==> src/rtl/bz_serializer_if.sv <==
// bz_serializer_if: core-word handshake plus outbound router FIFO write port.
// Ports: master drives in_* and isfull; slave (the serializer) drives in_a/out_data/wrreq.
interface bz_serializer_if #(
    parameter int NPCcode  = 8,
    parameter int NPCdata  = 24,
    parameter int NPCroute = 10
);
    logic [NPCcode+NPCdata-1:0] in_data;
    logic [NPCroute-1:0]        in_route;
    logic                       in_more;
    logic                       in_v;
    logic                       in_a;
    logic [NPCroute:0]          out_data;
    logic                       wrreq;
    logic                       isfull;

    modport master (
        output in_data, in_route, in_more, in_v, isfull,
        input  in_a, out_data, wrreq
    );

    modport slave (
        input  in_data, in_route, in_more, in_v, isfull,
        output in_a, out_data, wrreq
    );
endinterface

==> src/rtl/bz_serializer.sv <==
// bz_serializer: splits 32-bit core words into 11-bit {payload, tail} router flits
// (one header per worm, three data flits per word) and writes them to the router FIFO.
// Ports: clk, reset (async, active-high), bus (bz_serializer_if.slave), and err_msb
// (sticky, only when BZ_SER_MSB_CHECK_EN is defined).
module bz_serializer #(
    parameter int NPCcode  = 8,
    parameter int NPCdata  = 24,
    parameter int NPCroute = 10
) (
    input  logic                 clk,
    input  logic                 reset,
    bz_serializer_if.slave       bus
`ifdef BZ_SER_MSB_CHECK_EN
    ,
    output logic                 err_msb
`endif
);

    localparam int WW = NPCcode + NPCdata;

    typedef enum logic [2:0] {
        IDLE,
        HDR,
        D0,
        D1,
        D2
    } state_t;

    state_t              state;
    state_t              state_nxt;
    logic [WW-3:0]       word_q;
    logic [NPCroute-1:0] route_q;
    logic                more_q;
    logic                worm_open;
    logic                rst_hold;
    logic                xfer;
    logic                adv;

    assign xfer = bus.in_v && bus.in_a;
    assign adv  = bus.wrreq;

    // State register
    always_ff @(posedge clk or posedge reset) begin
        if (reset) begin
            state <= IDLE;
        end else begin
            state <= state_nxt;
        end
    end

    // Next-state logic; a stalled flit (isfull) keeps the state
    always_comb begin
        state_nxt = state;
        unique case (state)
            IDLE: if (xfer) state_nxt = worm_open ? D0 : HDR;
            HDR:  if (adv)  state_nxt = D0;
            D0:   if (adv)  state_nxt = D1;
            D1:   if (adv)  state_nxt = D2;
            D2:   if (adv)  state_nxt = IDLE;
            default:        state_nxt = IDLE;
        endcase
    end

    // Outputs
    always_comb begin
        bus.in_a     = (state == IDLE) && !reset && !rst_hold;
        bus.wrreq    = (state != IDLE) && !bus.isfull;
        bus.out_data = '0;
        unique case (state)
            IDLE:    bus.out_data = '0;
            HDR:     bus.out_data = {route_q, 1'b0};
            D0:      bus.out_data = {word_q[29:20], 1'b0};
            D1:      bus.out_data = {word_q[19:10], 1'b0};
            D2:      bus.out_data = {word_q[9:0], !more_q};
            default: bus.out_data = '0;
        endcase
    end

    // Holds in_a low for the partial cycle between reset release and the first edge
    always_ff @(posedge clk or posedge reset) begin
        if (reset) begin
            rst_hold <= 1'b1;
        end else begin
            rst_hold <= 1'b0;
        end
    end

    // Held word; route only refreshed when a header will be sent
    always_ff @(posedge clk or posedge reset) begin
        if (reset) begin
            word_q    <= '0;
            route_q   <= '0;
            more_q    <= 1'b0;
            worm_open <= 1'b0;
        end else begin
            if (xfer) begin
                word_q <= bus.in_data[WW-3:0];
                more_q <= bus.in_more;
                if (!worm_open) begin
                    route_q <= bus.in_route;
                end
            end
            if (state == D2 && adv) begin
                worm_open <= more_q;
            end
        end
    end

`ifdef BZ_SER_MSB_CHECK_EN
    always_ff @(posedge clk or posedge reset) begin
        if (reset) begin
            err_msb <= 1'b0;
        end else if (xfer && (bus.in_data[WW-1:WW-2] != 2'b00)) begin
            err_msb <= 1'b1;
        end
    end
`else
    // The two top code bits are never routed
    logic unused_msb;
    assign unused_msb = ^bus.in_data[WW-1:WW-2];
`endif

endmodule
==> src/flat_wrapper.sv <==
// flat-port wrapper written by rule: the top's interface ports become plain ports
module bz_serializer_flat 
#(
    parameter int NPCcode  = 8,
    parameter int NPCdata  = 24,
    parameter int NPCroute = 10
)
  (clk, reset, bus_in_data, bus_in_route, bus_in_more, bus_in_v, bus_isfull, bus_in_a, bus_out_data, bus_wrreq);
  bz_serializer_if #(.NPCcode(NPCcode), .NPCdata(NPCdata), .NPCroute(NPCroute)) bus_i ();
  input  logic clk;
  input  logic reset;
  input wire logic [$bits(bus_i.in_data)-1:0] bus_in_data;
  input wire logic [$bits(bus_i.in_route)-1:0] bus_in_route;
  input wire logic [$bits(bus_i.in_more)-1:0] bus_in_more;
  input wire logic [$bits(bus_i.in_v)-1:0] bus_in_v;
  input wire logic [$bits(bus_i.isfull)-1:0] bus_isfull;
  output wire logic [$bits(bus_i.in_a)-1:0] bus_in_a;
  output wire logic [$bits(bus_i.out_data)-1:0] bus_out_data;
  output wire logic [$bits(bus_i.wrreq)-1:0] bus_wrreq;
  assign bus_i.in_data = bus_in_data;
  assign bus_i.in_route = bus_in_route;
  assign bus_i.in_more = bus_in_more;
  assign bus_i.in_v = bus_in_v;
  assign bus_i.isfull = bus_isfull;
  assign bus_in_a = bus_i.in_a;
  assign bus_out_data = bus_i.out_data;
  assign bus_wrreq = bus_i.wrreq;
  bz_serializer #(.NPCcode(NPCcode), .NPCdata(NPCdata), .NPCroute(NPCroute)) u_core (.clk(clk), .reset(reset), .bus(bus_i));
endmodule
==> config.mk <==
export PLATFORM = sky130hd
export DESIGN_NAME = bz_serializer_flat
export DESIGN_NICKNAME = d
export VERILOG_FILES = /design/src/rtl/bz_serializer_if.sv /design/src/rtl/bz_serializer.sv /design/src/flat_wrapper.sv
export SDC_FILE = /design/constraint.sdc
export NUM_CORES = 1
export LEC_CHECK = 0
export ABC_CLOCK_PERIOD_IN_PS = 1700
export BUFFER_PORTS_ARGS = -buffer_cell sky130_fd_sc_hd__buf_2
export CORE_UTILIZATION = 51
export CTS_CLUSTER_DIAMETER = 60
export DETAILED_ROUTE_END_ITERATION = 10
export PLACE_DENSITY = 0.82
export SLEW_MARGIN = 5
export SYNTH_ARGS = -nofsm -noshare
export SYNTH_HDL_FRONTEND = slang
export SYNTH_SLANG_ARGS = --single-unit
export TNS_END_PERCENT = 10
==> constraint.sdc <==
create_clock -name clk -period 1.7 [get_ports clk]
set_clock_uncertainty 0.1 [all_clocks]
set_input_delay 0.425 -clock clk [delete_from_list [all_inputs] [get_ports clk]]
set_output_delay 0.425 -clock clk [all_outputs]
set_load 0.02 [all_outputs]
==> results.md, run 1 <==
* Root Buffer: clkbuf_8
* CTS Buf Count at 5
* Filler cells at between 200 and 250
* Status: finished with violations
* Violated checks: setup timing
* Post-Synth Adder-Cell Area at 0
* Largest area contributor in the netlist: dfrtp_1
* Number of distinct library cells after synthesis at 28
* 1st-iter DRT viols at 96
* Wire length per cell at 17.69 µm
* Reg2reg path depth at 6
* Post-synth top area share at 0.5300
* Reg2Reg Setup Slack at -180 ps
* Achievable Freq at 487.6 MHz
* Largest cells by area after synthesis: dfrtp_1, mux2_2, mux2i_1, a22oi_1, o22ai_1
* HP Class: primary input to async pin
* Post-Layout Cell Count at 288
* Setup WS post-layout at -350.8 ps
* Synth Area in Compound Gates at 0.07892
* Crit path time final at 2051 ps
* Vias per cell at between 5 and 6
* Syn Area/Cell at 13.53 µm²
* Reg2reg end: u_core.worm_open
* Pleak at 1.401 nW
* Critical Path Start: u_core.state[0]
* Net Count, Synth at 204
* Slew Limit Fails at 0
* Register area share after synthesis at 0.5424
* Synth Instances at 157
* Die area at roughly 4400 µm²
* Vias at 1599
* Core region area at 4000 µm²
* MaxCap Viol Count at 0
* Final period utilization at 1.206
* DRT Pass-1 Iters at 4
* Multiplexer area fraction after synthesis at 0.2739
* Area Growth Syn to Fin at 41.52%
* Total routed wirelength at 5094 µm
* Final setup fails at 27
* Ys Warns at 0
* Worst EP required at 1170 ps
* RR Startpoint: u_core.state[0]
* Power Density at 1893 nW/µm²
* DP Cell Count at 266
* Worst-Skew Late Latency at 300 ps
* Pin count of the biggest net entering global routing at 47
* RSZ-0062 raised after global routing: true
* Worst Path Max Fanout at 6
* Vias in the first global route at 1602
* Main combinational cell family by area after synthesis: multiplexers
* CTS tree: done
* Synthesized cell area at 2125 µm²
* Total gr overflow at 0
* CTS H-tree lvls at 2
* RePlAce Congestion at 0.7892
* Post-Place Worst Slack at -309.8 ps
* Antenna viol nets, final at 0
* Final hold vios at 0
* Crit path arrival time at 1530 ps
* Share of cells above drive strength 1 at 0.6878
* Crit path launch type: flop
* Port Buffers at 57
* Critical path destination: bus_out_data[0]
* XOR/XNOR share of the synthesized area at 0
* First-pass GRT wire length at 7534 µm
* Deepest clock path buffer count at 2
* Commonest cells after routing, fill and taps aside: buf_2, dfrtp_1, mux2_2, buf_6, buf_4
* Total global-route track usage at 0.2359
* Post-Synth Simple-Gate Area at 0.06007
* Initial antenna violation count at 1
* Seq cells post-synth at 46
* Crit path capture type: output pin
* Worst-path clk slew at 80 ps
* Initial Utilization at 0.5311
* Post-DP HPWL at 3144 µm
* FP Rows at 23
* Crit path kind: flop to output pin
* Layout Nets at 283
* Die width at 66.54 µm
* # IOs at 60
* Peak VDD IR at 1.128 mV
* Residual DRC at 0
* TritonCTS Sinks at 46
* Chip height at 66.54 µm
==> flip-flops by register name, summed over array words and instances, names as in the netlist <==
signal and count:
u_core.word_q 30, u_core.state 3, u_core.route_q 10, u_core.rst_hold 1
u_core.more_q 1, u_core.worm_open 1
==> critical path, stage by stage, from the launching register on <==
cell     delay, ps
dfrtp_2        460
buf_6          150
or3b_4         410
nor2_4          90
buf_6          120
==> kinds of logic (layout without fill, tap and decap cells) <==
group,Yosys count,after routing
AO/OA/AOI/OAI,25,25
buffers and inverters,14,94
flip-flops,46,46
multiplexers,52,52
other,1,2
AND/OR/NAND/NOR,19,19
==> timing repair <==
item                       in CTS  in global routing
pin swaps                      10                  6
gates resized for setup        45                 12
setup buffers                   4                  8
hold buffers                    0                  0
cloned                          1                  0
setup endpoints to repair      14                 55
==> where the power goes <==
part / internal [mW] / switching, mW
Sequential: 1.62 / 0.368
Combinational: 1.61 / 1.28
Clock: 0.439 / 0.368
Total: 3.67 / 2.02
==> synth_stat cells <==
library cell and instances:
a22oi_1 9, nand3b_1 1, o21ai_0 1, or3b_1 2, mux2_2 41, nor3_4 1
nor2b_1 2, nor3b_2 1, nand2_2 1, conb_1 1, nand3_1 1, mux2_4 2
o22a_1 1, dfrtp_1 45, buf_2 1, buf_4 2, dfstp_2 1, clkbuf_1 4
nor2_1 4, nor3b_1 2, a21oi_1 3, o22ai_1 10, inv_1 3, a221oi_1 1
nand2_1 2, mux2i_1 9, buf_6 4, nand2b_1 2
==> final cells by class <==
class                   count  area (µm²)  area share
diodes                      1       2.502   0.0008323
clock buffers               6       72.57     0.02414
clock inverters             2       37.54     0.01248
inverters                   3       11.26    0.003745
multi-input cells          97        1032      0.3433
flip-flops and latches     46        1154      0.3837
well taps                  50       62.56     0.02081
repair buffers             83       634.4      0.2110
==> how the worst min path moves through the flow <==
stage                        endpoint               from
floorplan           u_core.word_q[19]  u_core.word_q[19]
finish                u_core.state[1]              reset
CTS                  u_core.worm_open              reset
detailed placement  u_core.word_q[25]  u_core.word_q[25]
global placement    u_core.route_q[9]  u_core.route_q[9]
global route         u_core.worm_open              reset
==> metrics by stage <==
step | hold slack (ps) | instance area, µm² | setup TNS [ps] | utilization | total power, mW
6_report | 78.05 | 3007 | -4262 | 0.7516 | 5.692
5_1_grt | 112.5 | 3007 | -6138 | 0.7516 | 5.954
4_1_cts | 97.69 | 2897 | -4060 | 0.7241 | 5.437
3_5_place_dp | 391.5 | 2596 | -2721 | 0.6490 | 4.131
3_3_place_gp | 384.0 | 2596 | -2330 | 0.6490 | 4.035
2_1_floorplan | 373.6 | 2181 | -638.4 | - | 3.465
==> routing by layer <==
metal / global-route usage / vias to the layer above / part of all wire
met5: 0 / - / 0
met4: 0.1516 / 0 / 0.029
met3: 0.03767 / 13 / 0.044
met2: 0.3763 / 56 / 0.50
met1: 0.2947 / 806 / 0.43
li1: - / 724 / -
(Power assumes the default switching activity.)
==> run 2: changes to the inputs <==
--- a/config.mk
+++ b/config.mk
@@ -11,6 +11,7 @@
 export CTS_CLUSTER_DIAMETER = 60
 export DETAILED_ROUTE_END_ITERATION = 10
 export PLACE_DENSITY = 0.82
+export SETUP_SLACK_MARGIN = 0.5
 export SLEW_MARGIN = 5
 export SYNTH_ARGS = -nofsm -noshare
 export SYNTH_HDL_FRONTEND = slang
==> run 2 against run 1 <==
Compared with the run above: the flow still finishes with violations (setup timing); non-clock buffer count is 6 lower; cell area is 1.6% higher; sequential power hardly changed; setup slack worse by 97 ps.
==> results.md, run 2 (synthesis results as in run 1) <==
* Status: finished with violations
* Violated checks: setup timing
* Layout Nets at 277
* Filler cells at 240
* Die width at 66.54 µm
* Ant diodes at 0
* Biggest regs: u_core.word_q x30, u_core.route_q x10, u_core.state x3
* Achievable Freq at 465.6 MHz
* Peak VDD IR at 0.9984 mV
* CP most frequent cell: buf_6
* Worst-path clk slew at approximately 80 ps
* Share of cells above drive strength 1 at 0.7186
* Total global-route track usage at 0.2515
* Initial antenna violation count at 0
* Initial Utilization at 0.5311
* HP Class: primary input to async pin
* Core region area at 4000 µm²
* Final period utilization at 1.263
* DRT Pass-1 Iters at 4
* Slew Limit Fails at 0
* Die area at 4428 µm²
* Worst path cell trace: buf_12 -> buf_8 -> buf_6 -> mux2i_4 -> o22ai_4 -> buf_6
* Chip height at 66.54 µm
* Total Power Consumption at 5.929 mW
* CTS tree: done
* Power Density at approximately 1900 nW/µm²
* Hold buffers post-CTS at 0
* TritonCTS Sinks at 46
* Residual DRC at 0
* Worst path max stage delay at 450 ps
* Vias in the first global route at ~1600
* Largest register FFs at 30
* Crit path kind: flop to output pin
* Worst Path Max Fanout at 6
* Post-DP HPWL at 3558 µm
* Switching pwr at ~2.2 mW
* Crit path time final at 2148 ps
* RePlAce Congestion at 0.7844
* Port Buffers at 57
* Crit path capture type: output pin
* Commonest non-fill, non-tap cell in the layout: buf_2
* Worst EP required at 1170 ps
* # IOs at 60
* Wire length per cell at about 18 µm
* WP buf/inv at 4
* Area Growth Syn to Fin at 43.82%
* Pleak at approximately 1.3 nW
* Clock network power share at 0.109
* Crit path arrival time at 1620 ps
* Antenna viol nets, final at 0
* MaxCap Viol Count at 0
* 1st-iter DRT viols at 34
* Reg with most FFs: u_core.word_q
* First-pass GRT wire length at 7831 µm
* Commonest cells after routing, fill and taps aside: buf_2, dfrtp_1, mux2_2, buf_6, buf_4
* Post-Place Worst Slack at -503.6 ps
* Total gr overflow at 0
* Combinational Power Share at 0.550
* Final hold vios at 0
* Vias per cell at 5.463
* Delay-heaviest family, CP: buffers and inverters
* Switching Share at 0.3748
* P_int at 3.707 mW
* Deepest clock path buffer count at 2
* Reg power frac at 0.340
* Setup WS post-layout at -447.7 ps
* Crit path launch type: flop
* Worst-Skew Late Latency at 300 ps
* FP Rows at 23
* CTS Buf Count at 5
* RSZ-0062 raised after global routing: true
* Pin count of the biggest net entering global routing at 32
* Total routed wirelength at 4925 µm
* Vias at 1535
* CTS H-tree lvls at 2
* Root Buffer: clkbuf_8
* Final Hold Slack at roughly 180 ps
* Slowest CP cell: dfrtp_2
* Final setup fails at 55
-- run 2: cell count changes in the layout (fill, tap and decap cells not counted), moves of 3 or more --
cell / before / now
buf_12: 4 / 7
buf_2: 44 / 48
buf_4: 16 / 10
buf_6: 19 / 11
mux2i_1: 9 / 3
mux2i_2: 0 / 5
o22ai_2: 9 / 0
o22ai_4: 0 / 9
-- run 2: final timing paths --
kind                                   start                end  slack, ps  cells past startpoint
max reg2reg                  u_core.state[0]  u_core.word_q[16]        -50                      6
min reg2reg                u_core.word_q[15]  u_core.word_q[15]        420                      1
min                                    reset  u_core.word_q[12]        180                      3
max                          u_core.state[0]    bus_out_data[9]       -450                      6
min in group clk             bus_in_data[27]  u_core.word_q[27]        250                      2
max in group asynchronous              reset  u_core.word_q[21]        890                      4
-- run 2: per-stage QoR --
stage	area (µm²)	cells	util	setup TNS [ps]
6_report	3055	281	0.7638	-6266
5_1_grt	3055	281	0.7638	-8386
4_1_cts	3028	281	0.7570	-6752
3_5_place_dp	2765	266	0.6913	-4515
3_3_place_gp	2765	266	0.6913	-3706
2_1_floorplan	2377	157	-	0
-- run 2: worst reg2reg max path, cell delays in order, from the launching register on --
cell,delay (ps)
dfrtp_2,450
buf_12,150
buf_6,120
nor3_4,220
nand2_2,90
buf_12,190
mux2_2,310
-- run 2: area by class of cell --
class                   instances  area (µm²)  share of cell area
multi-input cells              97        1139              0.3726
inverters                       3       15.01            0.004914
flip-flops and latches         46        1155              0.3780
clock buffers                   5       68.82             0.02252
clock inverters                 3       21.27            0.006962
repair buffers                 77       594.3              0.1945
well taps                      50       62.56             0.02048
-- run 2: routing by layer --
layer | track usage | vias up | part of all wire
li1 | - | 716 | -
met1 | 0.3038 | 767 | 0.40
met2 | 0.4242 | 42 | 0.53
met3 | 0.06678 | 10 | 0.047
met4 | 0.09840 | 0 | 0.021
met5 | 0 | - | 0
-- run 2: power by group through the flow --
stage                     registers (mW)  clock network, mW  logic (mW)
after floorplan                     1.88                  0        2.13
after global placement              1.95                  0        2.63
after detailed placement            1.98                  0        2.74
after CTS                           1.99              0.673        3.19
after global routing                2.08              0.711        3.44
final                               2.02              0.647        3.26
-- run 2: repair_timing --
item / 4_1_cts / 5_1_grt
resized for setup: 30 / 8
buffers inserted: 7 / 0
endpoints found under the hold margin: 0 / 0
pin swaps: 2 / 4
endpoints found under the setup margin: 58 / 58
==> run 3: changes to the inputs <==
--- a/config.mk
+++ b/config.mk
@@ -5,7 +5,6 @@
 export SDC_FILE = /design/constraint.sdc
 export NUM_CORES = 1
 export LEC_CHECK = 0
-export ABC_CLOCK_PERIOD_IN_PS = 1700
 export BUFFER_PORTS_ARGS = -buffer_cell sky130_fd_sc_hd__buf_2
 export CORE_UTILIZATION = 51
 export CTS_CLUSTER_DIAMETER = 60
==> constraint.sdc (replaced) <==
create_clock -name clk -period 1.7 [get_ports clk]
set_clock_uncertainty 0.1 [all_clocks]
set_input_delay 0.17 -clock clk [delete_from_list [all_inputs] [get_ports clk]]
set_output_delay 0.17 -clock clk [all_outputs]
set_load 0.02 [all_outputs]
==> run 3 against run 2 <==
Compared with the run above: the flow finishes with violations (hold timing, setup timing); via count up 15%; register-to-register slack better by 110 ps; combinational power rose by 12%; wire length grew 45%; clock-buffer cell count is the same; non-clock buffer count increased by 31; core utilization rose by 11 points; total power up 11%; hold slack worse by 360 ps; cell count up 11%; setup slack gained 290 ps; clock power is 28% higher; critical endpoint is now bus_out_data[4]; highest routed layer unchanged.
==> results.md, run 3 (synthesis results as in run 1) <==
* Status: finished with violations
* Violated checks: hold timing, setup timing
* DRT Pass-1 Iters at 5
* Pin count of the biggest net entering global routing at 21
* 1st-iter DRT viols at 78
* Worst Path Max Fanout at 6
* Crit path kind: flop to output pin
* Core region area at about 4000 µm²
* Post-Place Worst Slack at -97.12 ps
* Port Buffers at 57
* Slew Limit Fails at 0
* Worst path cell trace: buf_6 -> nor2b_4 -> buf_6 -> a22oi_2 -> o22ai_4 -> buf_6
* RSZ-0062 raised after global routing: true
* CP most frequent cell: buf_6
* Power Density at around 1900 nW/µm²
* Post-DP HPWL at 3268 µm
* Final Hold Slack at -187.1 ps
* Ant diodes at 0
* Biggest regs: u_core.word_q x30, u_core.route_q x10, u_core.state x3
* Wire length per cell at 22.89 µm
* FP Rows at 23
* Die area at around 4400 µm²
* WP buf/inv at 3
* Pleak at 1.689 nW
* Crit path capture type: output pin
* Chip height at about 67 µm
* Crit path launch type: flop
* Vias at 1768
* MaxCap Viol Count at 0
* CTS H-tree lvls at 2
* Residual DRC at 0
* Total global-route track usage at 0.3065
* Worst EP required at approximately 1400 ps
* Vias per cell at 5.667
* Rel. slew slack at 0.5307
* Commonest non-fill, non-tap cell in the layout: buf_2
* Vias in the first global route at 1828
* HP Class: primary input to async pin
* Total gr overflow at 0
* Largest register FFs at 30
* Deepest clock path buffer count at 2
* CTS Buf Count at 5
* Initial Utilization at 0.5311
* Worst-Skew Late Latency at roughly 310 ps
* RePlAce Congestion at 0.9131
* Slowest CP cell: dfrtp_1
* Reg with most FFs: u_core.word_q
* Achievable Freq at 537.8 MHz
* TritonCTS Sinks at 46
* DP Cell Count at around 270
* Layout Nets at 308
* Worst path max stage delay at 410 ps
* # IOs at 60
* Post-Layout Cell Count at 312
* Worst-margin pin slew at 699.6 ps
* Area Growth Syn to Fin at 65.43%
* Setup_tns at -1455 ps
* Die width at 66.54 µm
* CTS tree: done
* Final hold vios at 17
* Delay-heaviest family, CP: buffers and inverters
* Total routed wirelength at 7142 µm
* Antenna viol nets, final at 0
* Worst-path clk slew at approximately 90 ps
* Setup WS post-layout at -159.3 ps
* Share of cells above drive strength 1 at 0.6374
* Crit path arrival time at 1590 ps
* Commonest cells after routing, fill and taps aside: buf_2, dfrtp_1, mux2_4, dlygate4sd3_1, buf_6
* Final setup fails at 12
* First-pass GRT wire length at ~9600 µm
* Initial antenna violation count at 0
* Crit path time final at between 1500 and 2000 ps
* Peak VDD IR at 1.446 mV
* Final period utilization at 1.094
* Root Buffer: clkbuf_8
[run 3: cell type report]
cell class / instances / area [µm²]
clock buffer: 5 / 68.82
inverter: 3 / 11.26
clock inverter: 3 / 43.79
sequential: 46 / 1154
timing repair buffer: 108 / 889.6
tap: 50 / 62.56
multi-input combinational: 97 / 1285
fill: 157 / 485.5
[run 3: worst reg2reg max path: cells and delay by family (launching register included)]
family / cells / cell delay, ps
flops: 1 / 410
simple gates: 2 / 360
buf+inv: 2 / 340
mux: 1 / 310
[run 3: stage by stage]
stage / util / area (µm²) / power, mW
2_1_floorplan: - / 2240 / 3.630
3_3_place_gp: 0.6566 / 2626 / 4.169
3_5_place_dp: 0.6566 / 2626 / 4.248
4_1_cts: 0.8302 / 3321 / 6.163
5_1_grt: 0.8786 / 3515 / 6.837
6_report: 0.8786 / 3515 / 6.591
[run 3: power breakdown]
group	switching, mW	internal (mW)	total, mW
Clock	0.389	0.441	0.830
Combinational	1.58	2.06	3.65
Sequential	0.493	1.62	2.12
[run 3: what timing repair did]
| action | CTS | global route |
|---|---|---|
| pin swaps | 11 | 5 |
| setup endpoints to repair | 58 | 58 |
| cloned | 2 | 0 |
| setup buffers | 5 | 0 |
| endpoints found under the hold margin | 33 | 31 |
| gates resized for setup | 93 | 11 |
| hold buffers | 16 | 14 |
[run 3: path summary, 6_finish.rpt]
path / start / to / slack (ps) / depth (start not counted)
worst max-delay path: u_core.state[0] / bus_out_data[4] / -160 / 6
worst min-delay path: reset / u_core.word_q[19] / -190 / 2
worst max register to register: u_core.state[0] / u_core.word_q[15] / 60 / 5
worst min register to register: u_core.word_q[20] / u_core.word_q[20] / 420 / 1
max in group asynchronous: reset / u_core.word_q[15] / 1070 / 3
min in group clk: bus_in_data[26] / u_core.word_q[26] / 0 / 2
[run 3: per-layer routing]
metal	track usage	share of wire
met3	0.06507	0.057
met5	0	0
met1	0.3732	0.38
met2	0.5480	0.52
met4	0.07447	0.039
